### src/rtl/gpio_debounce_pkg.sv
// gpio_debounce_pkg
// Shared definitions for the GPIO input conditioner: register offsets on the
// low address nibble, the bit position where the falling-edge fields start,
// a register-select enum and helpers for address decode and pin masking.
// No ports (package).

package gpio_debounce_pkg;

    localparam logic [3:0] OFFS_DBNC_THR  = 4'h0;
    localparam logic [3:0] OFFS_EDGE_EN   = 4'h4;
    localparam logic [3:0] OFFS_EDGE_STAT = 4'h8;

    // Falling-edge enable/status bits start here; rising-edge bits start at 0.
    localparam int EDGE_FALL_BASE = 16;

    typedef enum logic [1:0] {
        REG_THR,
        REG_EN,
        REG_STAT,
        REG_NONE
    } reg_sel_e;

    function automatic reg_sel_e decodeOffset(input logic [3:0] offs);
        case (offs)
            OFFS_DBNC_THR:  return REG_THR;
            OFFS_EDGE_EN:   return REG_EN;
            OFFS_EDGE_STAT: return REG_STAT;
            default:        return REG_NONE;
        endcase
    endfunction

    // Writable bits of EDGE_EN / EDGE_STAT: one rise bit and one fall bit
    // per implemented pin, everything else stays 0.
    function automatic logic [31:0] pinMask(input int nPins);
        logic [31:0] mask;
        mask = '0;
        for (int i = 0; i < 16; i++) begin
            if (i < nPins) begin
                mask[i]                  = 1'b1;
                mask[EDGE_FALL_BASE + i] = 1'b1;
            end
        end
        return mask;
    endfunction

endpackage

### src/rtl/gpio_dbnc_chan.sv
// gpio_dbnc_chan
// One conditioned input: two-flop synchroniser followed by a stability
// counter. The output level only moves once the synchronised input has
// disagreed with it for thr_i+1 consecutive cycles.
// Ports:
//   clk      - clock, rising edge
//   rst      - asynchronous active-low reset
//   raw_i    - asynchronous pad input
//   thr_i    - debounce threshold T
//   level_o  - debounced level (registered)
//   rise_o   - single-cycle pulse in the cycle whose edge commits 0->1
//   fall_o   - single-cycle pulse in the cycle whose edge commits 1->0

module gpio_dbnc_chan
    import gpio_debounce_pkg::*;
#(
    parameter int CNT_W = 16
) (
    input  logic             clk,
    input  logic             rst,
    input  logic             raw_i,
    input  logic [CNT_W-1:0] thr_i,
    output logic             level_o,
    output logic             rise_o,
    output logic             fall_o
);

    logic             s1_q;
    logic             s2_q;
    logic             level_q;
    logic             level_d;
    logic [CNT_W-1:0] cnt_q;
    logic [CNT_W-1:0] cnt_d;
    logic             commit;

    // The compare is >= so a threshold lowered below the running count
    // commits on the very next edge instead of waiting for a wrap.
    assign commit = (s2_q != level_q) && (cnt_q >= thr_i);

    always_comb begin
        level_d = level_q;
        cnt_d   = cnt_q;
        if (s2_q == level_q) begin
            cnt_d = '0;
        end else if (commit) begin
            level_d = s2_q;
            cnt_d   = '0;
        end else begin
            cnt_d = cnt_q + CNT_W'(1);
        end
    end

    always_ff @(posedge clk or negedge rst) begin
        if (!rst) begin
            s1_q    <= 1'b0;
            s2_q    <= 1'b0;
            level_q <= 1'b0;
            cnt_q   <= '0;
        end else begin
            s1_q    <= raw_i;
            s2_q    <= s1_q;
            level_q <= level_d;
            cnt_q   <= cnt_d;
        end
    end

    // Pulses are combinational so the status bit sets on the same edge
    // that level_o changes.
    assign level_o = level_q;
    assign rise_o  = commit & s2_q;
    assign fall_o  = commit & ~s2_q;

endmodule

### src/rtl/gpio_debounce.sv
// gpio_debounce
// Input conditioner in front of the GPIO block: per-pin synchronise and
// debounce, sticky edge status with interrupt, and a small register bank.
// Ports:
//   clk        - clock, rising edge
//   rst        - asynchronous active-low reset
//   we_i       - bus write strobe
//   addr_i     - bus address, only [3:0] decoded
//   data_i     - bus write data
//   data_o     - bus read data (combinational, 0 while in reset)
//   pin_raw_i  - asynchronous pad inputs
//   pin_o      - debounced levels
//   irq_o      - OR of all edge status bits

module gpio_debounce
    import gpio_debounce_pkg::*;
#(
    parameter int          N_PINS   = 2,
    parameter int          CNT_W    = 16,
    parameter int unsigned DBNC_RST = 1000
) (
    input  logic              clk,
    input  logic              rst,
    input  logic              we_i,
    input  logic [31:0]       addr_i,
    input  logic [31:0]       data_i,
    output logic [31:0]       data_o,
    input  logic [N_PINS-1:0] pin_raw_i,
    output logic [N_PINS-1:0] pin_o,
    output logic              irq_o
);

    localparam logic [31:0] VALID_MASK = pinMask(N_PINS);

    reg_sel_e         regSel;
    logic [CNT_W-1:0] thr_q;
    logic [CNT_W-1:0] thr_d;
    logic [31:0]      edgeEn_q;
    logic [31:0]      edgeEn_d;
    logic [31:0]      edgeStat_q;
    logic [31:0]      edgeStat_d;
    logic [31:0]      edgeSet;
    logic [31:0]      edgeClr;
    logic [31:0]      rdData;
    logic [N_PINS-1:0] rise;
    logic [N_PINS-1:0] fall;
    logic             unusedAddr;

    assign regSel     = decodeOffset(addr_i[3:0]);
    assign unusedAddr = ^addr_i[31:4];

    for (genvar i = 0; i < N_PINS; i++) begin : gChan
        gpio_dbnc_chan #(
            .CNT_W(CNT_W)
        ) uChan (
            .clk    (clk),
            .rst    (rst),
            .raw_i  (pin_raw_i[i]),
            .thr_i  (thr_q),
            .level_o(pin_o[i]),
            .rise_o (rise[i]),
            .fall_o (fall[i])
        );
    end

    // Next-state for the register bank. Edge captures are OR'ed in after the
    // write-1-to-clear so a set and clear in the same cycle leaves the bit set.
    always_comb begin
        edgeSet = '0;
        for (int i = 0; i < N_PINS; i++) begin
            edgeSet[i]                  = rise[i] & edgeEn_q[i];
            edgeSet[EDGE_FALL_BASE + i] = fall[i] & edgeEn_q[EDGE_FALL_BASE + i];
        end

        thr_d    = thr_q;
        edgeEn_d = edgeEn_q;
        edgeClr  = '0;
        if (we_i) begin
            case (regSel)
                REG_THR:  thr_d    = data_i[CNT_W-1:0];
                REG_EN:   edgeEn_d = data_i & VALID_MASK;
                REG_STAT: edgeClr  = data_i & VALID_MASK;
                default:  ;
            endcase
        end
        edgeStat_d = (edgeStat_q & ~edgeClr) | edgeSet;
    end

    always_ff @(posedge clk or negedge rst) begin
        if (!rst) begin
            thr_q      <= CNT_W'(DBNC_RST);
            edgeEn_q   <= '0;
            edgeStat_q <= '0;
        end else begin
            thr_q      <= thr_d;
            edgeEn_q   <= edgeEn_d;
            edgeStat_q <= edgeStat_d;
        end
    end

    // Read mux; forced to 0 while reset is held so the bus sees a quiet
    // peripheral even though thr_q holds its non-zero reset value.
    always_comb begin
        rdData = '0;
        if (rst) begin
            case (regSel)
                REG_THR:  rdData[CNT_W-1:0] = thr_q;
                REG_EN:   rdData            = edgeEn_q;
                REG_STAT: rdData            = edgeStat_q;
                default:  rdData            = '0;
            endcase
        end
    end

    assign data_o = rdData;
    assign irq_o  = |edgeStat_q;

endmodule

### config.mk
export PLATFORM = sky130hd
export DESIGN_NAME = gpio_debounce
export DESIGN_NICKNAME = d
export VERILOG_FILES = /design/src/rtl/gpio_debounce_pkg.sv /design/src/rtl/gpio_dbnc_chan.sv /design/src/rtl/gpio_debounce.sv
export SDC_FILE = /design/constraint.sdc
export NUM_CORES = 1
export LEC_CHECK = 0
export ABC_AREA = 1
export BUFFER_PORTS_ARGS = -buffer_cell sky130_fd_sc_hd__buf_2
export CORE_AREA = 2 2 123 125
export DETAILED_ROUTE_END_ITERATION = 6
export DIE_AREA = 0 0 125 127
export PLACE_DENSITY = 0.48
export SETUP_SLACK_MARGIN = 0.4
export SLEW_MARGIN = 10
export SYNTH_ARGS = -nofsm -noshare
export SYNTH_HDL_FRONTEND = slang
export SYNTH_HIERARCHICAL = 1
export SYNTH_SLANG_ARGS = --single-unit
### constraint.sdc
create_clock -name clk -period 4.52 [get_ports clk]
set_input_delay 0.904 -clock clk [delete_from_list [all_inputs] [get_ports clk]]
set_output_delay 0.904 -clock clk [all_outputs]
set_load 0.01 [all_outputs]
== Word level (Yosys, flattened, before mapping) ==
Cells that the tools add are included.
Storage, ports and cells
  flip-flop bits (word level): 90
  input bits: 69
  output and inout port bits: 35
  logic and storage cells: 57
Operators by class
  $add $sub $neg: 2
  order comparisons: 2
  equal/unequal tests: 8
  muxes and demuxes: 10
  bitwise logic cells: 15
  reduce and logical (&&, ||, !) cells: 9
Operators by type and width (number)
  $mux W16: 4
  $pmux W16 S3: 1
  $mux W18: 2
  $add A16 B1 Y16 const B: 2
  $and A32 B32 Y32: 1
  $ge A16 B16 Y1: 2
  $mux W32: 1
  $not A32 Y32: 1
  $or A32 B18 Y32: 1
  $pmux W16 S2: 1
  $reduce_or A32 Y1: 1
  $and A1 B1 Y1: 8
  $reduce_and A2 Y1: 4
  $pmux W2 S3: 1
  $eq A4 B3 Y1 const B: 1
  $eq A4 B4 Y1 const B: 1
  $logic_not A4 Y1: 1
  $not A1 Y1: 4
  $eq A1 B1 Y1: 2
  $eq A2 B1 Y1 const B: 1
  $eq A2 B2 Y1 const B: 1
  $logic_and A1 B1 Y1: 2
  $logic_not A2 Y1: 1
  $ne A1 B1 Y1: 2

== Depth between registers and ports, before layout ==
Gate-level depths: netlist of run 1.
  word-level depth: 8
  gate-level depth with buffers: 13
  depth with buffers taken out: 13

== Hierarchy ==
The synthesis of run 1 kept the hierarchy.
Modules (own cells, without submodules)
  gpio_debounce: instances 1, cells each 190, area an instance 1510.2 µm², sequential area each 608.1 µm²
  gpio_dbnc_chan at gChan[1].uChan: instances 1, cells each 182, area an instance 1430.1 µm², sequential area each 475.5 µm²
  gpio_dbnc_chan at gChan[0].uChan: instances 1, cells each 172, area an instance 1341.3 µm², sequential area each 475.5 µm²

== Least setup slack after synthesis of run 1 ==
No wires, ideal clock.
  path type: input port to output port
  start point: input port addr_i[1]
  end point: output port data_o[6]
  arrival: 1.988 ns
  data required time: 3.616 ns
  slack: 1.628 ns
  stages on the path: 8
  path buffers: 2
  path through: nor2_4 nand2_2 ha_1 nand2_4 buf_12 nand2_4 buf_6 nor2_1
Between the ends
  cells in the longest elaborated chain, start to end: 5
  elaborated cells on any way between the ends: 9
  classes of those cells: eq/ne: 4; mux: 3; reduce/logical: 2
RTL lines
  start, declared: RTL line gpio_debounce.sv:25  | input logic [31:0] addr_i,
  $eq A4 B4 Y1, or another cell as far along: RTL line gpio_debounce_pkg.sv:24  | case (offs)
  $pmux W2 S3 (*): RTL line gpio_debounce_pkg.sv:24
  $eq A2 B2 Y1, or another cell as far along: RTL line gpio_debounce.sv:106  | case (regSel)
  $pmux W16 S3 (*): RTL line gpio_debounce.sv:106
  $mux W32 (*): RTL line gpio_debounce.sv:105  | if (rst) begin
  end, declared: RTL line gpio_debounce.sv:27  | output logic [31:0] data_o,
Every way passes the cells marked *; elsewhere a longest branch is shown, timed or not.

== Worst setup path in the final report of run 1 ==
  start point: input port addr_i[1]
  end point: output port data_o[5]
Same word-level chain as after synthesis.

==> flow_summary.ini, run 1 <==
[run_status]
outcome = finished, final reports clean

[floorplan]
core_area_sq_um = 14420
die_y_um = 127
initial_utilization_pct = 29.68
dieArea_sq_um = 15880
num_rows = 44
ios = 104
die_w_um = 125

[drt]
drtPass1Iterations = 4
via_per_inst = 4.410
ant_nets = 0
dr_total_vias = 3444
wirelength_um = 9897
drt_iter0_drc = 137
drcViolationCount = 0
wire_per_inst_um = 12.67

[synthesis]
ys_ff_latch = 62
synth_seq_area_share_pct = 36.41
async_flop_share_pct = 100.0
syn_inst = 544
synth_most_common_cell = nand2_1
synth.avg_cell_area_sq_um = 7.871
synth_warnings = 6
synth_ff_type = dfrtp_1
synth_area_leaders = dfrtp_1, nand2_1, ha_1, inv_1, nor2_1
yosys-top-cells-count = nand2_1, inv_1, dfrtp_1, nor2_1, ha_1
netlist_area_sq_um = 4282
synth_cell_types = 36
synth_area_leader_cell = dfrtp_1
synth_top_area_share_pct = 32.73
synth_edf_count = 0

[final_layout]
num_antenna_cells = 0
stdcell_area_sq_um = 4873
area_growth_pct = 13.82
nFillCells = 1578
drive_above_1_share_pct = 20.44
nNetsFinal = 698

[placement]
gp_congestion = 0.8033
io_buffers = 47
hpwl_um = 7581
placed_cell_area_sq_um = 4593

[clock_network]
tritoncts = built
h-tree-depth = 3
numCtsBuffers = 9
cts.sinks = 62
cts_buffer_depth = 2
path_clk_slew_ps = 50
post-cts-setup-buffer-count = 0
cts_resized = 0
ctsHoldBuffers = 0
worstSkewPairLatency_ps = 340
clk_root_buffer_cell = clkbuf_16

[timing]
fin_skew_ps = 6.612
fin_crit_ps = 3326
finalSetupViolCount = 0
hold_viol = 0
max_slew_margin_pct = 57.08
rsz0062_at_grt = no
fmax_mhz = 300.7
min_period_over_period_pct = 73.59
slew_viol_final = 0
tightest_slew_ps = 642.3
fin_tns_setup_ps = 0

[setup_path]
cp_top_family = simple AND/OR/NAND/NOR gates
startpoint_type = input pin
worstSetupPathType = in2out
critPathBufInv = 2
cp.required_ps = 3620
end_kind = output port
critPathMaxStageDelay_ps = 260
cp_data_arrival_time_ps = 2420
cp_cell_sequence = buf_2 > nor2_4 > nand2_2 > ha_1 > nand2_4 > nand2_4 > nor2_1 > buf_2
path_max_fanout = 20
critPathSlowestCell = ha_1

[power]
p_leak_nw = 2.413
powerDensity_nw_per_um2 = 378.6
irDropWorstVdd_mv = 0.2667

[global_route]
grt-ovfl-total = 0
antenna_found_initial = 0
grt_pass1_wl_um = 17190
grt_pass1_vias = 3434
grt_max_degree = 31
track_usage_pct = 13.59

[run]
drv_cap = 0

[hold_path]
hold_path_class = reg2reg
-- state kept, by name (all words and copies together), names as in the netlist --
name	count
gChan.uChan/s1_q	2
thr_q	16
gChan.uChan/level_o	2
gChan.uChan/cnt_q	32
edgeStat_q	4
edgeEn_q	4
gChan.uChan/s2_q	2
-- kinds of logic after synthesis --
| family | Yosys count | synth area share, % |
|---|---|---|
| AOI/OAI and AO/OA | 44 | 5.962 |
| xor gates and xnor gates | 19 | 3.887 |
| adders and majority gates | 37 | 10.81 |
| buffers and inverters | 101 | 11.75 |
| DFF | 62 | 36.41 |
| other | 1 | 0.08758 |
| and+or+nand+nor | 280 | 31.09 |
-- path summary, 6_finish.rpt --
kind,start,endpoint,slack (ps),cells after the start
max,addr_i[1],data_o[5],1190,8
min,gChan[0].uChan/s1_q$_DFF_PN0_,gChan[0].uChan/s2_q$_DFF_PN0_,350,0
max reg2reg,thr_q[9]$_DFFE_PN1P_,gChan[0].uChan/cnt_q[6]$_DFF_PN0_,2530,7
min reg2reg,gChan[0].uChan/s1_q$_DFF_PN0_,gChan[0].uChan/s2_q$_DFF_PN0_,350,0
max in group asynchronous,rst,thr_q[7]$_DFFE_PN1P_,3230,2
min in group asynchronous,rst,gChan[1].uChan/s1_q$_DFF_PN0_,540,1
-- per-layer routing --
layer	GRT usage [%]	up-vias	part of all wire [%]
met2	20.30	80	43
met1	19.09	1569	51
met4	6.275	0	1.9
met3	2.554	11	4.0
li1	-	1784	-
met5	0	-	0
-- stage by stage --
| stage | hold WS (ps) | setup slack (ps) | utilization, % | std cells | total power, W |
|---|---|---|---|---|---|
| after floorplan | 331.2 | 1628 | - | 557 | 0.001095 |
| after detailed placement | 334.7 | 1185 | 31.84 | 765 | 0.001212 |
| final | 347.0 | 1194 | 33.79 | 781 | 0.001845 |
| after CTS | 347.3 | 1177 | 33.79 | 781 | 0.001879 |
| after global routing | 357.3 | 1045 | 33.79 | 781 | 0.002007 |
| after global placement | 333.8 | 1213 | 31.84 | 765 | 0.001194 |
-- power breakdown --
group	leakage [nW]	switching [W]	internal [W]	total, W
clock	0.132	0.000247	0.000400	0.000647
combinational	1.48	0.000295	0.000169	0.000464
sequential	0.801	0.0000872	0.000647	0.000734
-- layout by cell type, fill, tap and decap left out, types with 3 or more instances in the layout --
master,Yosys,layout
conb_1,1,14
xor2_1,15,15
a21oi_1,17,17
clkbuf_16,0,9
buf_2,2,47
xnor2_1,4,4
nand3_1,13,13
dfstp_2,6,6
nor3_1,3,3
nor2_2,23,23
nor2_1,52,52
o21ai_0,13,13
nand2_2,8,8
dfrtp_1,56,56
ha_1,37,37
inv_1,72,72
or2_2,3,3
o21ai_1,4,4
nand4_1,24,24
nor2_4,4,4
nand2_1,142,142
inv_2,4,4
-- layout make-up --
cell class	count	area [sq um]	share of cell area [%]
Clock buffer	13	260.3	5.340
Multi-Input combinational cell	394	2268	46.55
Clock inverter	3	20.02	0.4108
Timing Repair Buffer	49	250.2	5.135
Inverter	76	285.3	5.854
Sequential cell	62	1559	31.99
Tap cell	184	230.2	4.724
Power figures use the tool's default switching activity.
==> inputs of run 2 (changes only) <==
==> constraint.sdc (replaced) <==
create_clock -name clk -period 3.15 [get_ports clk]
set_input_delay 0.63 -clock clk [delete_from_list [all_inputs] [get_ports clk]]
set_output_delay 0.63 -clock clk [all_outputs]
set_load 0.01 [all_outputs]
==> run 2 against run 1 <==
Against the previous run:
- via count is 0.96% higher
- first-iteration DRC count is 20% lower
- wire length is 0.24% higher
- register-to-register slack worse by 1400 ps
- non-clock buffer count is 2 higher
- critical path type unchanged
- critical endpoint is now data_o[6]
- largest cell class unchanged
==> flow_summary.ini, run 2 (synthesis results as in run 1) <==
[global_route]
grt_pass1_wl_um = 17240
grt_pass1_vias = 3542
grt_max_degree = 43
grtUsageMet3_pct = 3.308
grt_util_met2_pct = 21.26
use_met1_pct = 18.29
track_usage_pct = 13.45
busiest_layer = met2
grt-ovfl-total = 0
antenna_found_initial = 0

[clock_network]
cts_buffer_depth = 2
h-tree-depth = 3
cts.sinks = 62
clk_root_buffer_cell = clkbuf_16
numCtsBuffers = 9
worstSkewPairLatency_ps = 330
path_clk_slew_ps = 50
tritoncts = built

[floorplan]
die_y_um = 127
dieArea_sq_um = 15880
num_rows = 44
die_w_um = 125
initial_utilization_pct = 29.68
ios = 104
core_area_sq_um = 14420

[timing]
max_slew_margin_pct = 62.14
fin_skew_ps = 7.090
final.setup.worst_slack_ps = 557.0
fin_tns_setup_ps = 0
finalSetupViolCount = 0
slew_viol_final = 0
min_period_over_period_pct = 82.32
rsz0062_at_grt = no
hold_viol = 0
tightest_slew_ps = 566.5
fmax_mhz = 385.7
fin_crit_ps = 2593

[final_layout]
final_cell_mix = nand2_1, inv_1, dfrtp_1, nor2_1, buf_2
nNetsFinal = 701
top_register = gChan.uChan/cnt_q
nFillCells = 1533
drive_above_1_share_pct = 21.37
num_antenna_cells = 0
layout_commonest_cell = nand2_1
area_growth_pct = 15.63
top_regs = gChan.uChan/cnt_q: 32 flops, thr_q: 16 flops
largest_register_ffs = 32

[drt]
drt_iter0_drc = 109
drtPass1Iterations = 4
ant_nets = 0
wire_per_inst_um = 12.67
via_per_inst = 4.441
wirelength_um = 9921
drcViolationCount = 0
dr_total_vias = 3477

[setup_path]
r2r_cells = 7
worstSetupPathType = in2out
cp_cell_sequence = buf_2 > inv_1 > nor2_1 > nand2_2 > inv_2 > nor2_4 > nand2_1 > nor2_1 > buf_2
path_depth = 9
cp.required_ps = 2520
startpoint_type = input pin
critPathSlowestCell = nor2_4
cp_data_arrival_time_ps = 1960
critPathMaxStageDelay_ps = 470
path_max_fanout = 24
end_kind = output port
critPathBufInv = 4
cp_top_family = simple AND/OR/NAND/NOR gates

[placement]
hpwl_um = 7604
io_buffers = 47
dp_slack_ps = 387.5
gp_congestion = 0.8276

[hold_path]
hold_depth = 0
hold_path_class = reg2reg

[run]
drv_cap = 0

[power]
total_power_w = 0.002797
powerDensity_nw_per_um2 = 564.9
p_leak_nw = 2.453
irDropWorstVdd_mv = 0.2566

[run_status]
outcome = finished, final reports clean
==> run 2: changes by cell type in the layout (fill, tap and decap cells not counted), moves of 2 or more <==
| cell | previous run | this run |
|---|---|---|
| clkinvlp_4 | 2 | 0 |
| nor2_1 | 52 | 50 |
| buf_4 | 2 | 4 |
| clkbuf_1 | 2 | 0 |
| bufinv_16 | 0 | 2 |
| nor2_2 | 23 | 25 |
==> run 2: where the power goes <==
group | internal [W] | leakage, nW | switching [W] | total [W]
registers | 0.000929 | 0.801 | 0.000124 | 0.00105
clock network | 0.000728 | 0.161 | 0.000348 | 0.00108
logic | 0.000245 | 1.49 | 0.000423 | 0.000668
total | 0.00190 | 2.45 | 0.000896 | 0.00280
==> run 2: repair_timing <==
item | in CTS | in global routing
hold buffers | 0 | 0
gates resized for setup | 0 | 3
setup endpoints to repair | 2 | 8
buffers inserted | 0 | 1
cloned | 1 | 0
pin swaps | 1 | 1
==> run 2: area by class of cell <==
cell class	instances	area (sq um)	share of cell area (%)
multi-input cells	395	2288	46.22
flip-flops and latches	62	1559	31.49
inverters	76	285.3	5.762
repair buffers	51	265.3	5.358
clock buffers	11	252.7	5.105
well taps	184	230.2	4.650
clock inverters	4	70.07	1.415
==> run 2: stage by stage <==
step	util, %	cell area (sq um)	std cells	hold WS [ps]
global placement	31.90	4601	766	332.9
floorplan	-	4330	557	331.2
global route	34.33	4951	783	356.1
finish	34.33	4951	783	343.9
CTS	34.18	4930	782	345.5
detailed placement	31.90	4601	766	334.7
==> run 2: routing by layer <==
layer	vias up	share of wire, %
li1	1797	-
met1	1589	50
met2	84	44
met3	7	4.8
met4	0	1.3
met5	-	0
==> run 2: final timing paths <==
kind,from,end,slack [ps]
max,addr_i[2],data_o[6],560
min,gChan[0].uChan/s1_q$_DFF_PN0_,gChan[0].uChan/s2_q$_DFF_PN0_,340
max reg2reg,thr_q[9]$_DFFE_PN1P_,gChan[0].uChan/cnt_q[6]$_DFF_PN0_,1160
min reg2reg,gChan[0].uChan/s1_q$_DFF_PN0_,gChan[0].uChan/s2_q$_DFF_PN0_,340
max in group asynchronous,rst,thr_q[9]$_DFFE_PN1P_,2220
min in group asynchronous,rst,gChan[0].uChan/level_o$_DFFE_PN0P_,440
==> run 2: worst register-to-register path, stage by stage (launching register included) <==
cell     delay, ps
dfstp_2        550
inv_1           60
ha_1           310
a21oi_1        150
o21ai_1         80
a21oi_2        350
nand3_4        250
nor2_1         170
==> inputs of run 3 (changes only) <==
==> constraint.sdc (replaced) <==
create_clock -name clk -period 2.6 [get_ports clk]
set_input_delay 0.52 -clock clk [delete_from_list [all_inputs] [get_ports clk]]
set_output_delay 0.52 -clock clk [all_outputs]
set_load 0.01 [all_outputs]
==> run 3 against run 2 <==
Against the previous run:
- sequential power rose by 22%
- wire length rose by 2.4%
- die area stayed put
- critical path depth shrank 1
- hold slack worse by 54 ps
- clock skew hardly changed
- count of clock-buffer cells in the layout increased by 4
- utilization grew 1.1 points
- first-iteration DRC count increased by 48%
- critical endpoint is now data_o[16]
==> flow_summary.ini, run 3 (synthesis results as in run 1) <==
[run_status]
outcome = finished, final reports clean

[floorplan]
die_w_um = 125
dieArea_sq_um = 15880
ios = 104
initial_utilization_pct = 29.68
core_area_sq_um = 14420
die_y_um = 127
num_rows = 44

[timing]
finalSetupViolCount = 0
min_period_over_period_pct = 83.09
fin_crit_ps = 2160
max_slew_margin_pct = 64.29
fmax_mhz = 462.9
fin_skew_ps = 7.267
rsz0062_at_grt = yes
hold_viol = 0
fin_tns_setup_ps = 0
whs_ps = 289.7
tightest_slew_ps = 535.7
slew_viol_final = 0

[final_layout]
final_cell_mix = nand2_1, inv_1, dfrtp_1, nor2_1, buf_2
seq_area_sq_um = 1559
nNetsFinal = 709
num_antenna_cells = 0
largest_register_ffs = 32
multi_input_area_sq_um = 2402
top_regs = gChan.uChan/cnt_q: 32 flops, thr_q: 16 flops
area_growth_pct = 19.37
top_register = gChan.uChan/cnt_q
drive_above_1_share_pct = 23.68
layout_commonest_cell = nand2_1
nFillCells = 1551

[drt]
drt_iter0_drc = 161
wirelength_um = 10160
drcViolationCount = 0
wire_per_inst_um = 12.83
drtPass1Iterations = 4
dr_total_vias = 3586
via_per_inst = 4.528
ant_nets = 0

[clock_network]
tritoncts = built
cts_buffer_depth = 2
numCtsBuffers = 9
cts.sinks = 62
h-tree-depth = 3
clk_root_buffer_cell = clkbuf_16
ctsHoldBuffers = 0
path_clk_slew_ps = 50
worstSkewPairLatency_ps = 340

[global_route]
grt_pass1_vias = 3451
grt_pass1_wl_um = 17030
grt-ovfl-total = 0
antenna_found_initial = 0
grt_max_degree = 43
track_usage_pct = 13.49

[power]
powerDensity_nw_per_um2 = 631.7
irDropWorstVdd_mv = 0.3725
p_leak_nw = 2.500

[setup_path]
startpoint_type = input pin
worstSetupPathType = in2out
cp_top_family = buffers and inverters
critPathSlowestCell = ha_4
end_kind = output port
critPathMaxStageDelay_ps = 210
path_max_fanout = 4
path_common_cell = buf_2
cp_cell_sequence = buf_2 > inv_1 > nor2_2 > nand2_4 > buf_4 > ha_4 > a211oi_1 > buf_2
cp.required_ps = 2080
cp_data_arrival_time_ps = 1640
critPathBufInv = 4

[placement]
hpwl_um = 7566
io_buffers = 47
gp_congestion = 0.8381

[run]
drv_cap = 0

[hold_path]
hold_path_class = in2reg
-- run 3: per-layer routing --
metal  up-vias  track usage (%)  wire, um
met1      1675            18.14      5045
li1       1812                -         -
met5         -                0         0
met2        91            21.07      4449
met3         8            4.229       567
met4         0            3.725       100
-- run 3: area by class of cell --
class,count,area share [%]
clock inverter,1,0.09792
timing repair buffer,59,6.977
multi-input combinational,395,47.00
sequential,62,30.50
tap,184,4.504
clock buffer,15,5.239
inverter,76,5.679
-- run 3: timing repair --
item | 4_1_cts | 5_1_grt
pin swaps | 6 | 10
gates cloned | 1 | 0
gates resized for setup | 22 | 10
setup endpoints to repair | 18 | 19
buffers inserted | 4 | 3
-- run 3: path summary, 6_finish.rpt --
| kind | slack [ps] | cells past startpoint | start | end |
|---|---|---|---|---|
| min in group asynchronous | 430 | 2 | rst | edgeEn_q[0]$_DFFE_PN0P_ |
| max in group asynchronous | 1680 | 2 | rst | thr_q[9]$_DFFE_PN1P_ |
| worst min-delay path | 290 | 1 | pin_raw_i[1] | gChan[1].uChan/s1_q$_DFF_PN0_ |
| worst min register to register | 350 | 0 | gChan[1].uChan/s1_q$_DFF_PN0_ | gChan[1].uChan/s2_q$_DFF_PN0_ |
| worst max-delay path | 440 | 8 | addr_i[3] | data_o[16] |
| worst max register to register | 640 | 7 | thr_q[9]$_DFFE_PN1P_ | gChan[0].uChan/cnt_q[12]$_DFF_PN0_ |
-- run 3: power breakdown --
part	internal [W]	switching, W	total (W)
sequential	0.00113	0.000150	0.00128
combinational	0.000313	0.000526	0.000839
clock	0.000696	0.000418	0.00111
total	0.00214	0.00109	0.00323
-- run 3: through the flow --
stage                     util (%)  area (sq um)  power [W]  setup slack, ps  instances
final                        35.44          5111   0.003229            439.6        792
after global routing         35.44          5111   0.003497            379.2        792
after CTS                    34.92          5036   0.003286            409.7        789
after detailed placement     32.00          4616   0.002108            231.6        768
after global placement       32.00          4616   0.002080            259.8        768
after floorplan                  -          4330   0.001904            475.7        557
-- run 3: worst reg2reg max path: cells and delay by family, from the launching register on --
| family | cells | cell delay [ps] |
|---|---|---|
| adders and majority gates | 1 | 310 |
| buffers and inverters | 1 | 60 |
| and+or+nand+nor | 2 | 390 |
| AOI/OAI and AO/OA | 3 | 570 |
| DFF | 1 | 560 |
